==> src/rtl/bk_adder_pipe.sv <==
// Pipelined Brent-Kung prefix adder/subtractor with a global-stall valid/ready pipe.
// The prefix network is a sequence of T = 2*(NLAYER-1) in-place steps on a
// {P0, G, P, c0} state. Step 0 folds c0 into bit 0. Steps 1..L run the up-sweep.
// The remaining steps run the down-sweep. After the last step, G[i] is the carry out of bit i.
// The steps are split over STAGES registers, and earlier stages take the extra steps.
module bk_adder_pipe #(
  parameter  int NLAYER = 5,
  parameter  int STAGES = 2,
  localparam int W      = 2 ** (NLAYER - 1)
) (
  input  logic         clk,
  input  logic         rst,
  input  logic         in_valid,
  output logic         in_ready,
  input  logic [W-1:0] inp_a,
  input  logic [W-1:0] inp_b,
  input  logic         inp_carry,
  input  logic         sub,
  output logic         out_valid,
  input  logic         out_ready,
  output logic [W:0]   out,
  output logic         ovf
);

  localparam int L    = NLAYER - 1;
  localparam int T    = 2 * L;
  localparam int NREG = (STAGES > 1) ? STAGES - 1 : 1;

  if (NLAYER < 2) begin : g_bad_nlayer
    $error("bk_adder_pipe: NLAYER must be >= 2");
  end
  if (STAGES < 1 || STAGES > NLAYER) begin : g_bad_stages
    $error("bk_adder_pipe: STAGES must be in 1..NLAYER");
  end

  typedef struct packed {
    logic [W-1:0] p0;  // bitwise propagate, kept for the final sum
    logic [W-1:0] g;   // running group generate
    logic [W-1:0] p;   // running group propagate
    logic         c0;  // effective carry-in
  } st_t;

  // First step index owned by stage s. Earlier stages absorb the remainder.
  function automatic int bnd(input int s);
    return s * (T / STAGES) + ((s < (T % STAGES)) ? s : (T % STAGES));
  endfunction

  // One prefix level applied in place. Within a level, no written slot is read by another slot.
  function automatic st_t bk_step(input st_t s, input int j);
    st_t r;
    int  d;
    r = s;
    if (j == 0) begin
      r.g[0] = s.g[0] | (s.p[0] & s.c0);
    end else if (j <= L) begin
      d = 1 << (j - 1);
      for (int i = 0; i < W; i++)
        if ((i % (2 * d)) == (2 * d - 1)) begin
          r.g[i] = s.g[i] | (s.p[i] & s.g[i-d]);
          r.p[i] = s.p[i] & s.p[i-d];
        end
    end else begin
      d = 1 << (T - j - 1);
      for (int i = 0; i < W; i++)
        if (i >= 2 * d && (i % (2 * d)) == (d - 1)) begin
          r.g[i] = s.g[i] | (s.p[i] & s.g[i-d]);
          r.p[i] = s.p[i] & s.p[i-d];
        end
    end
    return r;
  endfunction

  logic              adv;
  logic [STAGES:1]   vld_pipe_q;
  logic [W-1:0]      b_eff;
  st_t               pre;
  st_t               st_q [NREG];
  logic [W:0]        out_q, out_d;
  logic              ovf_q, ovf_d;

  // The whole pipe moves together. Ready depends only on the output side.
  assign adv       = ~out_valid | out_ready;
  assign in_ready  = adv;
  assign out_valid = vld_pipe_q[STAGES];
  assign out       = out_q;
  assign ovf       = ovf_q;

  // Operand conditioning: subtraction computes A + ~B + 1 and ignores carry-in.
  always_comb begin
    b_eff  = sub ? ~inp_b : inp_b;
    pre.p0 = inp_a ^ b_eff;
    pre.g  = inp_a & b_eff;
    pre.p  = inp_a ^ b_eff;
    pre.c0 = sub | inp_carry;
  end

  // Valid shift register. Bubbles travel as zero slots.
  always_ff @(posedge clk) begin
    if (rst) begin
      vld_pipe_q <= '0;
    end else if (adv) begin
      for (int s = STAGES; s > 1; s--) vld_pipe_q[s] <= vld_pipe_q[s-1];
      vld_pipe_q[1] <= in_valid;
    end
  end

  for (genvar s = 0; s < STAGES; s++) begin : g_stg
    st_t  st_in, cur;
    logic vin;

    if (s == 0) begin : g_first
      assign st_in = pre;
      assign vin   = in_valid;
    end else begin : g_next
      assign st_in = st_q[s-1];
      assign vin   = vld_pipe_q[s];
    end

    // This stage's share of prefix levels.
    always_comb begin
      cur = st_in;
      for (int j = 0; j < T; j++)
        if (j >= bnd(s) && j < bnd(s + 1)) cur = bk_step(cur, j);
    end

    if (s < STAGES - 1) begin : g_reg
      // Data loads only for valid slots, so junk operands never enter the pipe.
      always_ff @(posedge clk) begin
        if (rst)             st_q[s] <= '0;
        else if (adv && vin) st_q[s] <= cur;
      end
    end else begin : g_out
      // Sum and flags. c[i] = G[i-1], c[0] = c0. Overflow = carry into MSB ^ cout.
      always_comb begin
        out_d = {cur.g[W-1], cur.p0 ^ {cur.g[W-2:0], cur.c0}};
        ovf_d = cur.g[W-1] ^ cur.g[W-2];
      end

      // Output register. It holds its value through stalls and bubbles.
      always_ff @(posedge clk) begin
        if (rst) begin
          out_q <= '0;
          ovf_q <= 1'b0;
        end else if (adv && vin) begin
          out_q <= out_d;
          ovf_q <= ovf_d;
        end
      end
    end
  end

endmodule
==> config.mk <==
export PLATFORM = sky130hd
export DESIGN_NAME = bk_adder_pipe
export DESIGN_NICKNAME = d
export VERILOG_FILES = /design/src/rtl/bk_adder_pipe.sv
export SDC_FILE = /design/constraint.sdc
export NUM_CORES = 1
export LEC_CHECK = 0
export CORE_ASPECT_RATIO = 1.2
export CORE_MARGIN = 4
export CORE_UTILIZATION = 51
export DETAILED_ROUTE_END_ITERATION = 8
export PLACE_DENSITY_LB_ADDON = 0.12
export SKIP_LAST_GASP = 1
export SLEW_MARGIN = 20
export SYNTH_ARGS = -nofsm -noshare
export SYNTH_HDL_FRONTEND = slang
export SYNTH_SLANG_ARGS = --single-unit
==> constraint.sdc <==
create_clock -name clk -period 2.27 [get_ports clk]
set_input_delay 0.3405 -clock clk [delete_from_list [all_inputs] [get_ports clk]]
set_output_delay 0.3405 -clock clk [all_outputs]
set_load 0.005 [all_outputs]
* Word level (Yosys, flattened, before mapping) *
Memory sizes are Yosys's and may differ from the RTL's.
Index checks and enable logic that the tools add are counted.

word-level totals
  output and inout port bits = 20
  flip-flop bits (word level) = 20
  RAM bits = 49
  word-level logic and storage cells = 91
  input port bits = 38
  memories kept = 1

operators by class
  bitwise operators = 76
  reduce and logical (&&, ||, !) cells = 3
  muxes and demuxes = 8

memories
  name  words  bits a word  rd ports  clocked after Yosys merged registers in  wr ports  line  source
  st_q  1      49           1         0                                        1         77    st_t st_q [NREG];

operator list
  operator             number
  49-bit two-way mux   1
  49-bit OR reduction  1
  1-bit AND            41
  16-bit XOR           2
  1-bit bitwise OR     29
  16-bit AND           1
  16-bit two-way mux   1
  16-bit NOT           1
  1-bit two-way mux    6
  1-bit logical AND    2
  1-bit NOT            1
  1-bit XOR            1

* Depth between registers and ports, before layout *
Gate-level depths: netlist of the first run.

  depth after elaboration = 12
  gate-level depth with buffers = 8
  mapped depth without buffers = 7

* Least setup slack after synthesis of the first run *
No wires, ideal clock.

  path kind = input to register
  start = input sub
  end = memory st_q[0][24] (netlist bit), data pin
  library setup time = 261 ps
  arrival time = 1,717 ps
  path buffers = 2
  cell stages on the path = 8
  required time = 2,009 ps
  path slack = 292 ps
  cell sequence = buf_6 buf_2 xor2_1 ha_1 a21oi_1 a21oi_1 a211oi_2 o41ai_2

RTL lines
  what                line  source
  start: declaration  18    input logic sub,
  end: declaration    77

==> results by group, run 1 <==
Logic synthesis
  • Dominant cells by area after synthesis: edfxtp_1, dfxtp_1, ha_1
  • Synthesized instance count: 253
  • Simple-gate share of the synthesized area: 0.163
  • Synth async-reset ratio: 0
  • Multiplexer share of the synthesized area: 0
  • Area leader, netlist: edfxtp_1
  • Post-synthesis area per instance: 11.4 um2
  • Compound-Gate Fraction of Synth Area: 0.0964
  • Synth Area in XOR/XNOR: 0.0787
  • Post-synth EDFFs: 38
  • Largest family of logic cells by synthesized area: simple AND/OR/NAND/NOR gates
  • Share of Yosys cell area claimed by the top area cell type: 0.394
  • Synthesized flop and latch total: 58
  • Synth unique cells: 29
  • Count leader, synth: edfxtp_1
  • Top FF cell, synth: edfxtp_1
  • Synthesized Nets: 314
  • Seq/Total Area, Yosys: 0.532
  • Mapped cell area: 2900 um2
  • Most frequent cells after synthesis: edfxtp_1, nand2_1, a21oi_1, and2_1, ha_1
  • Adder-cell share of the synthesized area: 0.0994
  • Syn. warnings: 0

Finish
  • Layout Cells excl Fill: 391
  • Fillers: 448
  • Share of cells above drive strength 1: 0.122
  • Net count, final: 385
  • Diode count: 0
  • Final Cell Area: 3760 um2
  • Synth-to-layout area growth: 29.9%

Clock tree
  • Worst skew pair latency: 330 ps
  • Hold_buf cts: 0
  • Post CTS Setup Buffer Count: 0
  • CTS root buf: clkbuf_8
  • CTS tree: built
  • Clock-pin slew on the worst setup and hold paths: 60 ps
  • H-tree depth: 3
  • Post_cts resized: 0
  • Clock Sinks: 58
  • Clock buffer count from CTS: 9
  • Clock Path Buffers: 2

Status
  • Outcome: completed

Route
  • 1st-iter DRT viols: 74
  • Routed Antenna Nets: 0
  • DRC violations left: 0
  • First-pass DRT Iterations: 4
  • Routed wire per std cell: 12.8 um
  • Vias: 1939
  • Via density: 4.96
  • WL final: 4990 um

Power
  • Internal power: 2.01 mW
  • Switch Pwr: 0.624 mW
  • Leak: 1.54 nW
  • Seq pwr share: 0.475
  • Total power: 2.64 mW
  • Clock network power share: 0.344
  • Power density cells: 701 nW/um2
  • Comb pwr share: 0.182
  • Net Sw Frac: 0.236
  • Max IR drop VDD: 0.345 mV

Timing
  • Fin crit share: 0.879
  • Final setup margin: 274 ps
  • Min Tclk post-route: 2000 ps
  • Max transition margin: 0.648
  • TNS Setup: 0 ps
  • FMAX: 501 MHz
  • Hold Vio Cnt, Final: 0
  • Final setup violation count: 0
  • Slew Viols, Final: 0
  • RSZ-0062 raised after global routing: no
  • Layout Skew: 6.61 ps
  • Worst-Margin Slew: 526 ps

Global routing
  • Gr usage total: 0.156
  • Congestion Overflow GR: 0
  • First-pass GRT wire length: 8580 um
  • Vias in the first global route: 1885
  • Initial antenna violation count: 0
  • Largest net degree at the start of global routing: 39

Floorplan
  • Initial Util: 0.536
  • Ports: 58
  • DIE AREA: 6950 um2
  • Row Count: 29
  • Die height: 90.5 um
  • Die width: 76.8 um
  • Core area: 5410 um2

Critical path
  • Worst r2r path cells: 7
  • Critical path class: in2reg
  • Worst setup SP type: input pin
  • CP max FO: 8
  • Crit path from: sub
  • Required @ worst endpoint: 2340 ps
  • Crit. End Element: flip-flop
  • Register-to-Register Setup Slack: 570 ps
  • CP arrival: 2060 ps
  • Reg2reg start: st_q[0][24]
  • Reg2Reg Capture Point: out[15]

Placement
  • Cell total after placement: 375
  • Gp weighted congestion: 0.743
  • Port bufs: 57
  • Placement Cell Area: 3570 um2
  • HPWL Detailed: 3820 um
  • Dpl ws: -56.2 ps

Worst hold path
  • Hold path depth: 2
  • Worst hold endpoint: out[15]
  • HP Class: reg2reg
  • Worst hold start: out[15]

Flow run
  • Max cap viols: 0
==> power groups by stage <==
| stage | logic (mW) | registers, mW | clock network, mW |
|---|---|---|---|
| floorplan | 0.274 | 1.27 | 0 |
| global placement | 0.474 | 1.27 | 0 |
| detailed placement | 0.479 | 1.28 | 0 |
| CTS | 0.485 | 1.25 | 0.935 |
| global route | 0.540 | 1.26 | 0.980 |
| finish | 0.479 | 1.25 | 0.907 |
==> worst max-delay path: stages <==
cell and delay, ps:
clkdlybuf4s50_1 550, buf_4 210, xor2_1 160, ha_1 270, nand2_1 70, a21oi_1 50
a211oi_2 320, o41ai_2 90
==> placed cells by master, fill, tap and decap left out, types with 2 or more instances in the layout <==
master,n
xnor2_1,10
clkinv_2,2
a21oi_1,26
clkdlybuf4s50_1,57
a21o_1,5
nand2_1,35
o21ai_0,4
dfxtp_1,20
and3_1,4
edfxtp_1,38
clkbuf_1,3
clkbuf_8,10
nor2_1,21
ha_1,23
a211oi_2,5
buf_4,12
and2_1,26
xor2_1,16
==> registers in the layout, indices dropped and copies added (netlist names) <==
| signal | cells |
|---|---|
| ovf | 1 |
| vld_pipe_q | 2 |
| out | 17 |
| st_q | 38 |
==> area by class of cell <==
| class | instances | area, um2 | share of cell area |
|---|---|---|---|
| clock buffer | 13 | 149 | 0.0396 |
| clock inverter | 3 | 40.0 | 0.0106 |
| timing repair buffer | 70 | 681 | 0.181 |
| sequential | 58 | 1540 | 0.410 |
| inverter | 1 | 6.26 | 0.00166 |
| tap | 62 | 77.6 | 0.0206 |
| multi-input combinational | 184 | 1270 | 0.337 |
==> worst max-delay path by stage <==
| stage | to | slack (ps) | depth (start not counted) |
|---|---|---|---|
| CTS | st_q[0][24] | 290 | 8 |
| global route | st_q[0][32] | 170 | 8 |
| floorplan | st_q[0][24] | 290 | 8 |
| global placement | st_q[0][24] | -10 | 8 |
| finish | st_q[0][24] | 270 | 8 |
| detailed placement | st_q[0][24] | -60 | 8 |
==> through the flow <==
step                 util  hold WS, ps
detailed placement  0.661          444
floorplan               -          448
finish              0.696          448
CTS                 0.696          451
global placement    0.661          438
global route        0.696          473
==> logic make-up after synthesis <==
kind of cell,Yosys count
compound gates,42
xor+xnor,26
fa+ha+maj,23
buf+inv,11
flops,58
simple gates,93
==> layer usage <==
| layer | routed length (um) | global-route usage |
|---|---|---|
| met5 | 0 | 0 |
| met4 | 65 | 0.0861 |
| met3 | 272 | 0.0419 |
| met2 | 2370 | 0.241 |
| met1 | 2280 | 0.196 |
Note: power is estimated with default switching activity, not from simulation.
==> run 2, diff against run 1 <==
CORE_UTILIZATION = 31   (was 51)
==> run 2 against run 1 <==
Count of clock-buffer cells in the layout fell by 2. Combinational power is essentially flat. Register-to-register slack gained 40 ps. Global-route usage is 4.7 points lower. Critical path depth is 1 lower. Sequential share of layout area shrank 0.78 points. Utilization shrank 27 points. Wire length rose by 7.4%. Clock power rose by 6.4%. Critical path type unchanged. Highest routed layer unchanged.
==> results by group, run 2 (synthesis results as in run 1) <==
Status
  • Outcome: completed

Global routing
  • Largest net degree at the start of global routing: 39 (unchanged)
  • Congestion Overflow GR: 0 (unchanged)
  • Gr usage total: 0.108 (-0.0474)
  • First-pass GRT wire length: 9020 um (+5.2%)
  • Initial antenna violation count: 0 (unchanged)
  • Vias in the first global route: 1913 (+1.5%)

Floorplan
  • Die width: 96.2 um (+25%)
  • DIE AREA: 11000 um2 (+58%)
  • Ports: 58 (unchanged)
  • Row Count: 38 (+31%)
  • Die height: 114 um (+26%)
  • Initial Util: 0.319 (-0.217)
  • Core area: 9080 um2 (+68%)

Clock tree
  • Post_cts resized: 0 (unchanged)
  • Worst skew pair latency: 330 ps (about the same)
  • Clock Sinks: 58 (unchanged)
  • Clock-pin slew on the worst setup and hold paths: 70 ps (about the same)
  • Clock Path Buffers: 2 (unchanged)
  • CTS root buf: clkbuf_8
  • CTS tree: built
  • H-tree depth: 3 (unchanged)
  • Post CTS Setup Buffer Count: 0 (unchanged)
  • Clock buffer count from CTS: 9 (unchanged)
  • Hold_buf cts: 0 (unchanged)

Critical path
  • CP Capture Point: st_q[0][16]
  • CP Cell Sequence: clkdlybuf4s50_1 > buf_4 > xor2_1 > ha_1 > and3_1 > and3_1 > and2_1
  • Crit path buf inv count: 2 (unchanged)
  • Worst setup SP type: input pin
  • CP top delay family: buffers and inverters
  • Crit path from: sub
  • Required @ worst endpoint: 2360 ps (+20 ps)
  • Worst path slowest cell: clkdlybuf4s50_1
  • Critical path class: in2reg
  • Register-to-Register Setup Slack: 610 ps (+40 ps)
  • Most common cell on crit path: and3_1
  • Max stage delay on crit path: 550 ps (about the same)
  • Reg2Reg Capture Point: out[15]
  • Crit. End Element: flip-flop
  • CP arrival: 2050 ps (about the same)
  • Number of cells on the critical path: 7 (-1)
  • Worst r2r path cells: 7 (unchanged)
  • Reg2reg start: st_q[0][24]
  • CP max FO: 8 (unchanged)

Flow run
  • Max cap viols: 0 (unchanged)

Finish
  • Fillers: 906 (+100%)
  • Share of cells above drive strength 1: 0.125 (+0.00380)
  • Final Cell Area: 3830 um2 (+1.9%)
  • Commonest non-fill, non-tap cells in the layout: clkdlybuf4s50_1, edfxtp_1, nand2_1
  • Largest reg by FF count: st_q
  • Synth-to-layout area growth: 32.4%
  • Register area: 1540 um2 (unchanged)
  • Layout Cells excl Fill: 447 (+14%)
  • Multi-input gate area in the final layout: 1270 um2 (unchanged)
  • Diode count: 0 (unchanged)
  • Largest register FFs: 38 (unchanged)
  • Commonest non-fill, non-tap cell in the layout: clkdlybuf4s50_1
  • Utilization after layout: 0.422 (-0.274)
  • Net count, final: 383 (-0.52%)

Timing
  • Hold WS: 452 ps (+4.38 ps)
  • Final setup violation count: 0 (unchanged)
  • FMAX: 510 MHz (+1.8%)
  • Max transition margin: 0.556 (-0.0922)
  • Hold Vio Cnt, Final: 0 (unchanged)
  • Min Tclk post-route: 1960 ps (-34.6 ps)
  • Fin crit share: 0.864 (-0.0152)
  • Final setup margin: 309 ps (+34.6 ps)
  • Slew Viols, Final: 0 (unchanged)
  • Layout Skew: 5.21 ps (-1.40 ps)
  • TNS Setup: 0 ps (unchanged)
  • Worst-Margin Slew: 663 ps (+138 ps)
  • RSZ-0062 raised after global routing: no

Route
  • Routed Antenna Nets: 0 (unchanged)
  • WL final: 5360 um (+7.4%)
  • Vias: 1916 (-1.2%)
  • First-pass DRT Iterations: 4 (unchanged)
  • 1st-iter DRT viols: 60 (-19%)
  • Routed wire per std cell: 12.0 um (-6.0%)
  • Met1 Routed Length: 2510 um (+10%)
  • Max layer used: met4
  • WL met2: 2420 um (+1.9%)
  • DRC violations left: 0 (unchanged)
  • Met3 Wirelength: 341 um (+25%)
  • Via density: 4.29 (-14%)

Placement
  • Port bufs: 57 (unchanged)
  • Placement Cell Area: 3630 um2 (+1.6%)
  • Dpl ws: -54.5 ps (+1.69 ps)
  • HPWL Detailed: 4050 um (+5.8%)
  • Cell total after placement: 431 (+15%)
  • Gp weighted congestion: 0.694 (-6.6%)

Worst hold path
  • HP Class: reg2reg
  • Worst hold start: out[15]

Power
  • Leak: 1.54 nW (-0.11%)
  • Total power: 2.69 mW (+2.0%)
  • Max IR drop VDD: 0.328 mV (-4.8%)
  • Power density cells: 701 nW/um2 (about the same)
[run 2: cell type report]
cell class / instances / share of cell area
inverters: 1 / 0.00163
flip-flops and latches: 58 / 0.402
clock buffers: 11 / 0.0395
repair buffers: 68 / 0.174
well taps: 120 / 0.0392
clock inverters: 5 / 0.0137
multi-input cells: 184 / 0.330
[run 2: metal layers]
metal / up-vias / GRT usage
li1: 1013 / -
met1: 841 / 0.145
met2: 52 / 0.157
met3: 10 / 0.0251
met4: 0 / 0.0683
met5: - / 0
[run 2: where the power goes]
group | internal [mW] | switching (mW) | total, mW
combinational | 0.257 | 0.219 | 0.476
sequential | 1.22 | 0.0320 | 1.25
clock | 0.560 | 0.404 | 0.965
total | 2.03 | 0.655 | 2.69
[run 2: worst reg2reg max path: cells and delay by family, from the launching register on]
kind,cells,cell delay (ps)
compound gates,3,540
xor+xnor,1,160
fa+ha+maj,1,190
flops,1,450
simple gates,2,260
[run 2: worst min path at each step]
stage | endpoint | slack, ps | depth (start not counted)
4_1_cts | out[15] | 460 | 2
3_5_place_dp | out[7] | 450 | 2
3_3_place_gp | out[5] | 440 | 2
5_1_grt | out[15] | 490 | 2
2_1_floorplan | out[11] | 450 | 2
6_report | out[15] | 450 | 2
